**src/rtl/icache_refill.sv**
```systemverilog
// ---------------------------------------------------------------------------
// icache_refill
//   Refills one 32-bit instruction word into the instruction cache from a
//   16-bit external memory. It reads two halfwords, low address first, then
//   pulses fetch for one cycle with the assembled word.
//
// Ports
//   CLK         clock, rising edge
//   resetn      synchronous, active-low reset
//   cache_miss  miss indication from the instruction cache
//   miss_addr   byte address of the missing instruction (word aligned)
//   fetch       one-cycle pulse: write_data is valid, write it into the cache
//   write_data  refilled instruction word {hi, lo}
//   mem_req     halfword read request to external memory
//   mem_addr    byte address of the requested halfword
//   mem_ack     memory accepted the request; mem_rdata is valid this cycle
//   mem_rdata   halfword read data
//   busy        high in every state except IDLE
//
// Configuration
//   ICACHE_REFILL_LASTBUF_EN  adds a one-entry last-refill buffer. A miss on
//                             the most recently refilled word goes straight to
//                             DONE and is served without touching memory.
// ---------------------------------------------------------------------------
module icache_refill (
    input  logic        CLK,
    input  logic        resetn,
    input  logic        cache_miss,
    input  logic [19:0] miss_addr,
    output logic        fetch,
    output logic [31:0] write_data,
    output logic        mem_req,
    output logic [19:0] mem_addr,
    input  logic        mem_ack,
    input  logic [15:0] mem_rdata,
    output logic        busy
);

    typedef enum logic [2:0] {
        IDLE  = 3'd0,
        RD_LO = 3'd1,
        RD_HI = 3'd2,
        DONE  = 3'd3,
        HOLD  = 3'd4
    } state_t;

    localparam logic [19:0] WORD_MASK = 20'hFFFFC;
    localparam logic [19:0] HI_OFFS   = 20'h00002;

    state_t      state;
    logic [19:0] addr_q;
    logic [15:0] lo_q;
    logic [15:0] hi_q;

`ifdef ICACHE_REFILL_LASTBUF_EN
    logic        lb_vld;
    logic [17:0] lb_addr;
    logic [31:0] lb_data;
    logic        lb_hit;

    assign lb_hit = lb_vld && (lb_addr == miss_addr[19:2]);
`endif

    // The assembled word is always visible; fetch alone qualifies it.
    assign write_data = {hi_q, lo_q};

    // Outputs are registered from the next state, so they line up with the
    // state they belong to in the same cycle.
    always_ff @(posedge CLK) begin
        if (!resetn) begin
            state    <= IDLE;
            fetch    <= 1'b0;
            mem_req  <= 1'b0;
            mem_addr <= '0;
            busy     <= 1'b0;
            addr_q   <= '0;
            lo_q     <= '0;
            hi_q     <= '0;
`ifdef ICACHE_REFILL_LASTBUF_EN
            lb_vld   <= 1'b0;
`endif
        end else begin
            fetch <= 1'b0;
            case (state)
                IDLE: begin
                    if (cache_miss) begin
                        // The address is latched here; later changes on
                        // miss_addr cannot affect this refill.
                        addr_q <= miss_addr & WORD_MASK;
                        busy   <= 1'b1;
`ifdef ICACHE_REFILL_LASTBUF_EN
                        if (lb_hit) begin
                            lo_q  <= lb_data[15:0];
                            hi_q  <= lb_data[31:16];
                            fetch <= 1'b1;
                            state <= DONE;
                        end else
`endif
                        begin
                            mem_req  <= 1'b1;
                            mem_addr <= miss_addr & WORD_MASK;
                            state    <= RD_LO;
                        end
                    end
                end
                RD_LO: begin
                    if (mem_ack) begin
                        lo_q     <= mem_rdata;
                        mem_addr <= addr_q | HI_OFFS;
                        state    <= RD_HI;
                    end
                end
                RD_HI: begin
                    if (mem_ack) begin
                        hi_q    <= mem_rdata;
                        mem_req <= 1'b0;
                        fetch   <= 1'b1;
                        state   <= DONE;
                    end
                end
                DONE: begin
`ifdef ICACHE_REFILL_LASTBUF_EN
                    lb_vld  <= 1'b1;
                    lb_addr <= addr_q[19:2];
                    lb_data <= {hi_q, lo_q};
`endif
                    state <= HOLD;
                end
                // One dead cycle: a miss seen now is the cache reading the
                // line being written and is stale.
                HOLD: begin
                    busy  <= 1'b0;
                    state <= IDLE;
                end
                default: begin
                    mem_req  <= 1'b0;
                    mem_addr <= '0;
                    busy     <= 1'b0;
                    state    <= IDLE;
                end
            endcase
        end
    end

endmodule

```
**config.mk**
```make
export PLATFORM = sky130hd
export DESIGN_NAME = icache_refill
export DESIGN_NICKNAME = d
export VERILOG_FILES = /design/src/rtl/icache_refill.sv
export SDC_FILE = /design/constraint.sdc
export NUM_CORES = 1
export LEC_CHECK = 0
export ABC_AREA = 1
export BUFFER_PORTS_ARGS = -buffer_cell sky130_fd_sc_hd__buf_2
export CAP_MARGIN = 20
export CORE_MARGIN = 2
export CORE_UTILIZATION = 47
export CTS_BUF_LIST = sky130_fd_sc_hd__clkbuf_4 sky130_fd_sc_hd__clkbuf_8
export CTS_CLUSTER_DIAMETER = 50
export CTS_CLUSTER_SIZE = 10
export DETAILED_ROUTE_END_ITERATION = 8
export PLACE_DENSITY_LB_ADDON = 0.25
export SLEW_MARGIN = 20
export SYNTH_ARGS = -nofsm -noshare
export SYNTH_HDL_FRONTEND = slang
export SYNTH_SLANG_ARGS = --single-unit
export TNS_END_PERCENT = 20
```
**constraint.sdc**
```tcl
create_clock -name CLK -period 1.3 [get_ports CLK]
set_input_delay 0.065 -clock CLK [delete_from_list [all_inputs] [get_ports CLK]]
set_output_delay 0.065 -clock CLK [all_outputs]
set_load 0.03 [all_outputs]
```
* Word-level counts from Yosys, hierarchy flattened
Index checks and enable logic that the tools add are counted.
** Operators by class
- Add/sub/neg operators :: 0
- Multipliers :: 0
- Div/mod/pow operators :: 0
- Magnitude comparators :: 0
- Equality and inequality tests :: 7
- Shifts and indexed selects :: 0
- Muxes and demuxes :: 12
- Bitwise gates (word level) :: 3
- Reduce and logical (&&, ||, !) cells :: 12
** Operators with widths (count)
- one-hot mux 20 bit (3 select lines) :: 1
- 2-to-1 mux 20 bit :: 2
- one-hot mux 3 bit (4 select lines) :: 1
- AND reduction 2 bit :: 5
- 2-to-1 mux 3 bit :: 3
- AND reduction 3 bit :: 3
- OR reduction 3 bit :: 3
- == test 3 x 2 -> 1 bit, second input constant :: 2
- != test 2 bit, second input constant :: 3
- == test 3 x 1 -> 1 bit, second input constant :: 1
- == test 3 bit, second input constant :: 1
- zero test 3 bit :: 1
- 2-to-1 mux 1 bit :: 3
- NOT 1 bit :: 3
- one-hot mux 1 bit (3 select lines) :: 1
- one-hot mux 1 bit (2 select lines) :: 1
** Word-level totals
- Flip-flop bits (word level) :: 76
- Bits in latches :: 0
- Memory bits (writable) :: 0
- Bits in read-only memories :: 0
- Input bits :: 40
- Output and inout bits :: 55
- Word-level logic and storage cells :: 42
- Memories :: 0

* Depth between registers and ports, before layout
Gate-level depths: netlist of run 1.
- Word-level depth :: 4
- Depth in mapped cells :: 8
- Gate-level depth less buffers :: 7

* Worst setup path after synthesis of run 1
OpenSTA, ideal clock, no wires.
- Path kind :: reg-to-reg
- Start :: reg state[0]
- End :: reg addr_q[18]
- Setup time :: 0.119 ns
- Arrival :: 1.158 ns
- Data required time :: 1.181 ns
- Setup slack :: 0.023 ns
- Stages on the path, launching flop included :: 8
- Buffers on the path :: 1
- Clock period less this slack :: 1.277 ns
- Cell sequence :: dfxtp_1 > inv_1 > nand2_4 > nor2_4 > nand2_2 > buf_2 > o21ai_0 > a21oi_1
** On the way
- Longest elaborated chain between the ends :: 2
** Ends and longest elaborated chain
- from (decl) :: line 50 : state_t state;
- from (signal assigned) :: line 71 : state <= IDLE;
- from (signal assigned) :: line 102 : state <= RD_LO;
- from (signal assigned) :: line 110 : state <= RD_HI;
- zero test 3 bit :: line 84 : case (state)
- AND reduction 2 bit (no source line)
- to (signal assigned) :: line 89 : addr_q <= miss_addr & WORD_MASK;
- to (decl) :: line 51 : logic [19:0] addr_q;
No other way between the ends.
A chain may end at the register's enable or synchronous reset.

* Worst setup path after layout of run 1
- Start :: reg state[2]
- End :: reg mem_addr[2]
** On the way
- Longest elaborated chain between the ends :: 4
- Elaborated cells between the ends (all ways) :: 11
- Classes of those cells :: eq/ne (6); mux (1); bitwise (1); reduce/logical (3)
** Ends and longest elaborated chain
- == test 3 x 2 -> 1 bit / == test 3 bit (equally long branches) :: line 84
- OR reduction 3 bit (no source line)
- NOT 1 bit (no source line)
- AND reduction 3 bit (no source line)
- to (signal assigned) :: line 101 : mem_addr <= miss_addr & WORD_MASK;
- to (signal assigned) :: line 109 : mem_addr <= addr_q | HI_OFFS;
- to (decl) :: line 33 : output logic [19:0] mem_addr,
Several ways; a longest one is shown, not always the timed one.

==> results of run 1 <==
## stage by stage
step / cells / util
after floorplan: 413 / -
after global placement: 573 / 0.581
after detailed placement: 573 / 0.581
after CTS: 589 / 0.618
after global routing: 589 / 0.619
final: 589 / 0.619
## state kept, by name (all words and copies together) (netlist names)
register	count
mem_addr	19
addr_q	18
hi_q	16
lo_q	16
state	3
busy	1
fetch	1
mem_req	1
## area by class of cell
cell class              count  area (um2)
clock inverters             5        78.8
clock buffers               9         124
repair buffers            108         683
fillers                   598        2390
well taps                  77        96.3
flip-flops and latches     75        1510
multi-input cells         241        1120
inverters                  74         278
## worst paths after layout
| check | end | slack (ps) |
|---|---|---|
| setup / recovery | mem_addr[2] | 50 |
| setup reg to reg | mem_addr[2] | 50 |
| hold reg to reg | hi_q[14] | 440 |
| hold / removal | hi_q[0] | 2 |
## cells by family after synthesis
group,count (synthesis),share of synthesized area
simple gates,116,0.161
buf+inv,97,0.135
compound gates,124,0.207
other cells,1,0.00124
flops,75,0.497
## metal layers
metal,vias up,routed length (um),GRT usage,part of all wire
li1,1484,-,-,-
met1,1153,2910,0.220,0.46
met2,78,2820,0.291,0.45
met3,12,407,0.0669,0.065
met4,0,130,0.0865,0.021
met5,-,0,0,0
## critical path, delay by kind of cell (launching register included)
family | cells | cell delay, ps
buffers and inverters | 1 | 150
flip-flops | 1 | 360
AND/OR/NAND/NOR | 6 | 640
## cells in the final DEF (no fill, tap or decap), types with 2 or more instances in the layout
cell type,instances
sky130_fd_sc_hd__buf_12,7
sky130_fd_sc_hd__o21ai_0,57
sky130_fd_sc_hd__a21oi_1,52
sky130_fd_sc_hd__dlygate4sd3_1,2
sky130_fd_sc_hd__nand3_1,5
sky130_fd_sc_hd__dfxtp_2,3
sky130_fd_sc_hd__inv_1,73
sky130_fd_sc_hd__nor2_1,39
sky130_fd_sc_hd__nand2_1,62
sky130_fd_sc_hd__dfxtp_1,72
sky130_fd_sc_hd__clkbuf_8,9
sky130_fd_sc_hd__o21ai_1,13
sky130_fd_sc_hd__buf_4,7
sky130_fd_sc_hd__bufinv_16,2
sky130_fd_sc_hd__clkinv_2,2
sky130_fd_sc_hd__nor2_2,2
sky130_fd_sc_hd__buf_2,91
## cell usage after synthesis (3+ instances only)
| cell type | n | area, um2 |
|---|---|---|
| sky130_fd_sc_hd__a21oi_1 | 52 | 260 |
| sky130_fd_sc_hd__buf_2 | 4 | 20.0 |
| sky130_fd_sc_hd__buf_6 | 3 | 33.8 |
| sky130_fd_sc_hd__clkbuf_1 | 12 | 45.0 |
| sky130_fd_sc_hd__dfxtp_1 | 75 | 1500 |
| sky130_fd_sc_hd__inv_1 | 74 | 278 |
| sky130_fd_sc_hd__nand2_1 | 62 | 233 |
| sky130_fd_sc_hd__nand3_1 | 6 | 30.0 |
| sky130_fd_sc_hd__nor2_1 | 41 | 154 |
| sky130_fd_sc_hd__o21ai_0 | 67 | 335 |
| sky130_fd_sc_hd__o21ai_1 | 3 | 15.0 |
## what timing repair did
| item | 4_1_cts | 5_1_grt |
|---|---|---|
| endpoints found under the setup margin | 28 | 66 |
| hold buffers | 2 | 0 |
| resized for setup | 4 | 15 |
| endpoints found under the hold margin | 2 | 0 |
## power groups by stage
stage               Combinational [mW]  Clock [mW]  Sequential [mW]
CTS                               3.88        1.93             3.21
floorplan                         1.84           0             4.10
detailed placement                3.84           0             3.25
global placement                  3.79           0             3.23
global route                      4.30        2.01             3.28
finish                            3.87        1.87             3.22
==> impl_metrics.csv, run 1 <==
group,metric,value,unit
clocking,tritoncts_clock_tree,"built",
global_route,number_of_global_route_vias_before_repair,2388,
timing,final.setup_skew,5.80,ps
critical_path,timing.critical_path.from,"state[2]",
clocking,cts-root-buf,"sky130_fd_sc_hd__clkbuf_8",
synthesis,synth_cell_types,25,
drt,detail_route.wl_per_cell,10.6,um
drt,route.antenna.remaining_nets,0,
layout,number_of_diodes,0,
clocking,clkSlewWorstSetupHoldPaths,70,ps
critical_path,cpMaxStageDelayCell,"sky130_fd_sc_hd__dfxtp_2",
critical_path,critPathMaxFanout,19,
clocking,clock_latency,340,ps
die,die_area,7090,um2
synthesis,dominantRegCellSynth,"sky130_fd_sc_hd__dfxtp_1",
timing,final.hold.worst_slack,2.03,ps
layout,final_layout_size_suffix_gt1_frac,0.258,
clocking,tritoncts.num_buffers,9,
global_route,globalRouteTotalUtil,0.183,
place,dpl_worst_slack,-54.9,ps
worst_hold_path,timing.hold.worst.start,"mem_rdata[0]",
pwr,power.sequential.fraction,0.359,
synthesis,synthesis.nets,453,
die,placementRows,29,
layout,layout-area-overhead-vs-synth,28.7,%
timing,tns,0,ps
pwr,p_int,5.36,mW
timing,final-hold-violation-count,0,
pwr,p_leak,1.86,nW
clocking,htree_num_levels,3,
timing,setup_violations,0,
worst_hold_path,min_path_cells,3,
pwr,comb_power_share,0.432,
critical_path,data_arrival_critical_path,1480,ps
run,timing.max_cap.violations,0,
timing,number_of_max_slew_violations_in_the_final_report,0,
clocking,cts_setup_buffers,0,
status,status,"finished, final reports clean",
pwr,power.density_cell_area,2300,nW/um2
global_route,antenna_found_initial,0,
pwr,clock_share_of_power,0.209,
synthesis,number_of_warning_messages_in_the_yosys_log,0,
drt,detailroute.via_count,2727,
drt,detail_route.vias_per_cell,4.63,
die,fp.dieW,84.2,um
synthesis,syn-instance-count,413,
clocking,number_of_clock_sinks_seen_by_cts,75,
drt,post-route-drc-count,0,
synthesis,syn-cell-area,3020,um2
drt,firstDrtPassIters,4,
synthesis,syn_avg_cell_area,7.32,um2
place,numPortBuffers,91,
place,detailed_place.area,3640,um2
die,starting_density,0.481,
die,chipHeight,84.2,um
critical_path,timing.critical_path.cells,"nor2_2 > nand3b_2 > nand3_4 > buf_12 > nand2_1 > nand2_1 > nor2_1",
clocking,cts.path.max_buffers,2,
global_route,grt_first_pass_wirelength,10.4,mm
critical_path,crit_path_max_cell_delay,360,ps
pwr,totalPowerFinal,8.95,mW
pwr,p_sw_frac,0.401,
place,place.gp.congestion,0.794,
critical_path,critical_path_required,1530,ps
drt,drt-total-wl,6.27,mm
critical_path,ws_path_type,"register to register",
timing,fin_crit_sh,0.961,
synthesis,asyncSetResetFlopFracSynth,0,
global_route,grt_start_max_net_pins,35,
layout,design_area,3890,um2
critical_path,worst_path_most_repeated_cell,"sky130_fd_sc_hd__nand2_1",
place,dpl.hpwl,4.42,mm
die,design.core.area,6280,um2
layout,design.final.nets,549,
timing,period_minus_slack,1250,ps
critical_path,timing.rr.start,"state[2]",
timing,fmax,0.800,GHz
drt,detailedRoute.firstIterationViolations,85,
critical_path,reg2regPathDepth,7,
critical_path,critical_path.startpoint_type,"register",
critical_path,endpoint_kind,"register",
synthesis,synth_edf_count,0,
synthesis,synth_seq_area_share,0.497,
timing,rsz_0062_raised_after_global_routing,"yes",
worst_hold_path,timing.hold.worst.class,"input pin to register",
pwr,net_switching_power_figure,3.59,mW
synthesis,ys_ff_latch,75,
die,pin_count,95,
global_route,gr-total-overflow,0,
timing,layout_setup_ws,50.6,ps
pwr,max-vdd-ir-drop,1150,uV
(Power assumes the default switching activity.)
==> run 2: changes to the inputs <==
--- a/config.mk
+++ b/config.mk
@@ -8,8 +8,10 @@
 export ABC_AREA = 1
 export BUFFER_PORTS_ARGS = -buffer_cell sky130_fd_sc_hd__buf_2
 export CAP_MARGIN = 20
+export CELL_PAD_IN_SITES_DETAIL_PLACEMENT = 1
+export CELL_PAD_IN_SITES_GLOBAL_PLACEMENT = 2
 export CORE_MARGIN = 2
-export CORE_UTILIZATION = 47
+export CORE_UTILIZATION = 26
 export CTS_BUF_LIST = sky130_fd_sc_hd__clkbuf_4 sky130_fd_sc_hd__clkbuf_8
 export CTS_CLUSTER_DIAMETER = 50
 export CTS_CLUSTER_SIZE = 10
==> impl_metrics.csv, run 2 (same netlist as run 1, synthesis figures left out) <==
group,metric,value,unit
status,status,"finished with violations",
status,failed_checks,"negative hold slack, negative setup slack",
timing,rsz_0062_raised_after_global_routing,"yes",
critical_path,critPathMaxFanout,6,
critical_path,ws_path_type,"register to register",
critical_path,reg2regPathDepth,8,
critical_path,data_arrival_critical_path,1550,ps
critical_path,critical_path_required,1530,ps
layout,design.final.nets,574,
critical_path,timing.rr.start,"state[0]",
layout,number_of_diodes,0,
die,placementRows,39,
clocking,cts-root-buf,"sky130_fd_sc_hd__clkbuf_8",
global_route,grt_start_max_net_pins,38,
worst_hold_path,timing.hold.worst.start,"miss_addr[18]",
timing,final-hold-violation-count,1,
clocking,clock_latency,350,ps
pwr,max-vdd-ir-drop,729,uV
clocking,clkSlewWorstSetupHoldPaths,80,ps
drt,drt-total-wl,9.02,mm
die,die_area,12500,um2
layout,seqCellArea,1510,um2
layout,top_register,"mem_addr",
clocking,cts.path.max_buffers,2,
timing,layout_setup_ws,-19.0,ps
die,design.core.area,11400,um2
layout,n_fill_cell,1413,
drt,route.antenna.remaining_nets,0,
global_route,grt_first_pass_wirelength,13.6,mm
run,timing.max_cap.violations,0,
drt,firstDrtPassIters,4,
die,pin_count,95,
timing,fmax,0.758,GHz
clocking,htree_num_levels,3,
critical_path,timing.reg2reg.setup_slack,-20,ps
place,dpl_worst_slack,-47.4,ps
critical_path,crit_path_max_cell_delay,380,ps
layout,mostFrequentLayoutCells,"sky130_fd_sc_hd__buf_2 (91), sky130_fd_sc_hd__inv_1 (72), sky130_fd_sc_hd__dfxtp_1 (72), sky130_fd_sc_hd__nand2_1 (61), sky130_fd_sc_hd__a21oi_1 (48)",
global_route,antenna_found_initial,0,
layout,final_layout_size_suffix_gt1_frac,0.314,
global_route,number_of_global_route_vias_before_repair,2844,
critical_path,critical_path.startpoint_type,"register",
timing,number_of_max_slew_violations_in_the_final_report,0,
drt,detail_route.vias_per_cell,4.37,
die,starting_density,0.266,
drt,post-route-drc-count,0,
clocking,tritoncts.num_buffers,9,
global_route,globalRouteTotalUtil,0.135,
die,fp.dieW,112,um
pwr,p_leak,2.05,nW
layout,multiInputGateArea,1230,um2
layout,layout_commonest_cell,"sky130_fd_sc_hd__buf_2",
timing,final.setup_skew,10.2,ps
worst_hold_path,min_path_cells,3,
drt,detail_route.wl_per_cell,13.2,um
place,numPortBuffers,91,
place,place.gp.congestion,0.753,
critical_path,endpoint_kind,"register",
drt,detailedRoute.firstIterationViolations,69,
layout,reg.largest.list,"mem_addr (19), addr_q (18)",
place,dpl.hpwl,5.68,mm
worst_hold_path,holdPathEnd,"addr_q[18]",
critical_path,cpMaxStageDelayCell,"sky130_fd_sc_hd__dfxtp_4",
worst_hold_path,timing.hold.worst.class,"input pin to register",
drt,detailroute.via_count,2975,
layout,layout-area-overhead-vs-synth,45.8,%
clocking,tritoncts_clock_tree,"built",
critical_path,timing.rr.end,"addr_q[2]",
timing,fin_crit_sh,1.01,
pwr,power.density_cell_area,2260,nW/um2
layout,largest_register_ffs,19,
global_route,gr-total-overflow,0,
timing,setup_violations,4,
die,chipHeight,112,um
clocking,number_of_clock_sinks_seen_by_cts,75,
pwr,totalPowerFinal,9.98,mW
critical_path,timing.critical_path.cells,"inv_4 > nand2_4 > nor2_4 > buf_6 > nand2_8 > clkbuf_16 > o21ai_2 > a21oi_1",
timing,period_minus_slack,1320,ps
timing,final.hold.worst_slack,-1.03,ps
-- run 2: changes by cell type in the layout (fill, tap and decap cells not counted), sizes merged --
cell,before,now
buf,106,116
clkbuf,9,19
dlygate4sd3,2,12
clkinv,2,0
bufinv,2,1
inv,75,74
-- run 2: how the worst max path moves through the flow --
stage / from / end / slack [ps] / cells after the start
floorplan: state[0] / addr_q[18] / 20 / 7
global placement: state[1] / mem_addr[15] / -10 / 7
detailed placement: state[1] / mem_addr[12] / -50 / 7
CTS: state[2] / mem_addr[16] / -2 / 6
global route: state[0] / addr_q[2] / -90 / 8
finish: state[0] / addr_q[2] / -20 / 8
-- run 2: final cells by class --
cell class	instances	share of cell area
Clock inverter	1	0.00682
Clock buffer	14	0.0423
Sequential cell	75	0.343
Tap cell	143	0.0406
Timing Repair Buffer	133	0.224
Inverter	74	0.0636
Multi-Input combinational cell	241	0.280
-- run 2: what timing repair did --
item	CTS	global route
setup buffers	0	5
pin swaps	0	9
resized for setup	7	53
hold buffers	12	0
cloned	0	6
hold endpoints to repair	13	0
endpoints found under the setup margin	49	60
-- run 2: routing by layer --
layer	global-route usage	share of wire
met4	0.0675	0.012
met5	0	0
met2	0.219	0.48
met3	0.0425	0.065
met1	0.163	0.44
-- run 2: through the flow --
step                hold WS (ps)  std cells  setup TNS [ps]   util  instance area (um2)
CTS                        0.238        670           -2.49  0.362                 4110
global route              0.0653        681           -1790  0.387                 4410
global placement             355        643           -16.1  0.330                 3760
finish                     -1.03        681           -36.7  0.387                 4410
floorplan                    241        413               0      -                 3020
detailed placement           367        643            -637  0.330                 3760
-- run 2: power by group --
part | internal [mW] | switching [mW] | total (mW)
combinational | 1.87 | 2.91 | 4.78
sequential | 2.94 | 0.303 | 3.24
clock | 1.11 | 0.848 | 1.96
total | 5.92 | 4.06 | 9.98
-- run 2: critical path: cells and delay by family (launching register included) --
| family | cells | cell delay, ps |
|---|---|---|
| compound gates | 2 | 180 |
| flops | 1 | 380 |
| buf+inv | 3 | 380 |
| simple gates | 3 | 270 |
==> run 3: changes to the inputs <==
--- a/config.mk
+++ b/config.mk
@@ -5,13 +5,12 @@
 export SDC_FILE = /design/constraint.sdc
 export NUM_CORES = 1
 export LEC_CHECK = 0
-export ABC_AREA = 1
 export BUFFER_PORTS_ARGS = -buffer_cell sky130_fd_sc_hd__buf_2
 export CAP_MARGIN = 20
 export CELL_PAD_IN_SITES_DETAIL_PLACEMENT = 1
 export CELL_PAD_IN_SITES_GLOBAL_PLACEMENT = 2
 export CORE_MARGIN = 2
-export CORE_UTILIZATION = 26
+export CORE_UTILIZATION = 28
 export CTS_BUF_LIST = sky130_fd_sc_hd__clkbuf_4 sky130_fd_sc_hd__clkbuf_8
 export CTS_CLUSTER_DIAMETER = 50
 export CTS_CLUSTER_SIZE = 10
==> constraint.sdc (replaced) <==
create_clock -name CLK -period 1.2 [get_ports CLK]
set_input_delay 0.06 -clock CLK [delete_from_list [all_inputs] [get_ports CLK]]
set_output_delay 0.06 -clock CLK [all_outputs]
set_load 0.03 [all_outputs]
==> impl_metrics.csv, run 3 <==
group,metric,value,unit
status,status,"finished with violations",
status,failed_checks,"negative setup slack",
die,chipHeight,110,um
timing,final-hold-violation-count,0,
place,numPortBuffers,91,
global_route,globalRouteTotalUtil,0.163,
critical_path,data_arrival_critical_path,1840,ps
place,place.gp.congestion,0.730,
clocking,cts_setup_buffers,0,
die,design.core.area,10900,um2
critical_path,timing.reg2reg.setup_slack,-350,ps
layout,top_register,"mem_addr",
synthesis,share_of_the_synthesized_netlist_area_taken_by_xor_and_xnor_gates,0,
drt,drt-total-wl,9.32,mm
clocking,tritoncts_clock_tree,"built",
critical_path,critical_path.startpoint_type,"register",
critical_path,critical_path_required,1490,ps
timing,layout_setup_ws,-345,ps
synthesis,synth_seq_area_share,0.479,
layout,mostFrequentLayoutCells,"sky130_fd_sc_hd__nand2_1 (101), sky130_fd_sc_hd__buf_2 (91), sky130_fd_sc_hd__dfxtp_1 (72), sky130_fd_sc_hd__a21boi_1 (39), sky130_fd_sc_hd__dlygate4sd3_1 (34)",
global_route,gr-total-overflow,0,
synthesis,synthAdderAreaFrac,0,
layout,reg.largest.list,"mem_addr (19), addr_q (18)",
clocking,clkSlewWorstSetupHoldPaths,80,ps
timing,number_of_max_slew_violations_in_the_final_report,0,
die,starting_density,0.288,
die,pin_count,95,
die,die_area,12100,um2
synthesis,ys_ff_latch,75,
layout,design.final.nets,510,
synthesis,yosysTopAreaCellShare,0.479,
pwr,power.density_cell_area,1370,nW/um2
synthesis,synth_cell_types,31,
synthesis,synthSimpleGateAreaFrac,0.181,
drt,post-route-drc-count,0,
pwr,p_leak,1.88,nW
layout,layout-area-overhead-vs-synth,45.4,%
drt,detail_route.vias_per_cell,4.62,
synthesis,synth_edf_count,0,
layout,largest_register_ffs,19,
clocking,htree_num_levels,3,
synthesis,syn_avg_cell_area,9.08,um2
drt,detailedRoute.firstIterationViolations,89,
global_route,grt_start_max_net_pins,35,
timing,period_minus_slack,1550,ps
synthesis,synth_top_family_by_area,"compound AO/OA/AOI/OAI gates",
global_route,antenna_found_initial,0,
timing,fmax,0.647,GHz
clocking,number_of_clock_sinks_seen_by_cts,75,
critical_path,ws_path_type,"register to register",
place,dpl.hpwl,6.21,mm
layout,number_of_diodes,0,
clocking,tritoncts.num_buffers,9,
synthesis,syn-cell-area,3130,um2
synthesis,synth.area.top_cells,"sky130_fd_sc_hd__dfxtp_1 (48%), sky130_fd_sc_hd__nand2_1 (12%), sky130_fd_sc_hd__a21boi_0 (12%)",
synthesis,yosys-mux-area-fraction,0.0575,
pwr,max-vdd-ir-drop,477,uV
synthesis,synthesis.nets,385,
die,placementRows,38,
synthesis,syn-instance-count,345,
critical_path,critPathMaxFanout,17,
drt,firstDrtPassIters,4,
timing,final.setup_skew,9.76,ps
run,timing.max_cap.violations,0,
critical_path,endpoint_kind,"register",
timing,tns,-9860,ps
synthesis,synth_compound_area_frac,0.229,
synthesis,dominantRegCellSynth,"sky130_fd_sc_hd__dfxtp_1",
layout,final_layout_size_suffix_gt1_frac,0.339,
timing,final.hold.worst_slack,42.2,ps
die,fp.dieW,110,um
drt,detailroute.via_count,2841,
synthesis,number_of_warning_messages_in_the_yosys_log,0,
drt,route.antenna.remaining_nets,0,
timing,rsz_0062_raised_after_global_routing,"yes",
clocking,clock_latency,350,ps
worst_hold_path,timing.hold.worst.class,"input pin to register",
synthesis,synth_largest_area_cell,"sky130_fd_sc_hd__dfxtp_1",
global_route,number_of_global_route_vias_before_repair,3052,
drt,detail_route.wl_per_cell,15.2,um
place,dpl_worst_slack,-356,ps
timing,fin_crit_sh,1.29,
clocking,cts.path.max_buffers,2,
global_route,grt_first_pass_wirelength,15.1,mm
synthesis,synth.top_cells.by_count,"sky130_fd_sc_hd__nand2_1 (101), sky130_fd_sc_hd__dfxtp_1 (75), sky130_fd_sc_hd__a21boi_0 (48)",
timing,setup_violations,70,
synthesis,asyncSetResetFlopFracSynth,0,
clocking,cts-root-buf,"sky130_fd_sc_hd__clkbuf_8",
layout,layout_commonest_cell,"sky130_fd_sc_hd__nand2_1",
synthesis,yosysMostFrequentCell,"sky130_fd_sc_hd__nand2_1",
[run 3: cell families after synthesis]
kind of cell    after synthesis
mux                          18
buf+inv                      33
other cells                   1
flops                        75
simple gates                124
compound gates               94
[run 3: routing by layer]
layer  global-route usage  vias to the layer above  wire length, um
li1                     -                     1440                -
met1                0.201                     1327             4280
met2                0.275                       63             4490
met3               0.0350                       11              413
met4               0.0660                        0              131
met5                    0                        -                0
[run 3: through the flow]
stage / instance area [um2] / cells / total power [mW] / util
2_1_floorplan: 3140 / 345 / 3.50 / -
3_3_place_gp: 3840 / 565 / 3.89 / 0.353
3_5_place_dp: 3840 / 565 / 3.91 / 0.353
4_1_cts: 4470 / 615 / 6.27 / 0.410
5_1_grt: 4560 / 615 / 6.59 / 0.418
6_report: 4560 / 615 / 6.25 / 0.418
[run 3: critical path, cell delays in order, from the launching register on]
cell and delay [ps]:
sky130_fd_sc_hd__dfxtp_2 340, sky130_fd_sc_hd__or4b_4 580, sky130_fd_sc_hd__buf_8 190, sky130_fd_sc_hd__a211oi_1 240, sky130_fd_sc_hd__a31o_1 150
[run 3: what timing repair did]
| action | CTS | global route |
|---|---|---|
| hold endpoints to repair | 49 | 0 |
| hold buffers | 34 | 0 |
| gates cloned | 0 | 0 |
| pin swaps | 3 | 6 |
| endpoints found under the setup margin | 72 | 72 |
| gates resized for setup | 14 | 56 |
[run 3: area by class of cell]
cell class	count	area [um2]
fillers	1282	6330
multi-input cells	237	1560
flip-flops and latches	75	1510
repair buffers	147	1080
well taps	140	175
clock buffers	10	138
clock inverters	6	88.8
[run 3: power breakdown]
group / leakage (nW) / switching (mW) / internal, mW / total [mW]
Clock: 0.108 / 0.988 / 1.23 / 2.22
Combinational: 1.16 / 0.739 / 0.559 / 1.30
Sequential: 0.613 / 0.0889 / 2.65 / 2.73
[run 3: path summary, 6_finish.rpt]
kind / depth (start not counted) / start / endpoint
worst max-delay path: 4 / state[2] / mem_addr[17]
worst min-delay path: 2 / mem_ack / state[0]
worst max register to register: 4 / state[2] / mem_addr[17]
worst min register to register: 2 / lo_q[9] / lo_q[9]
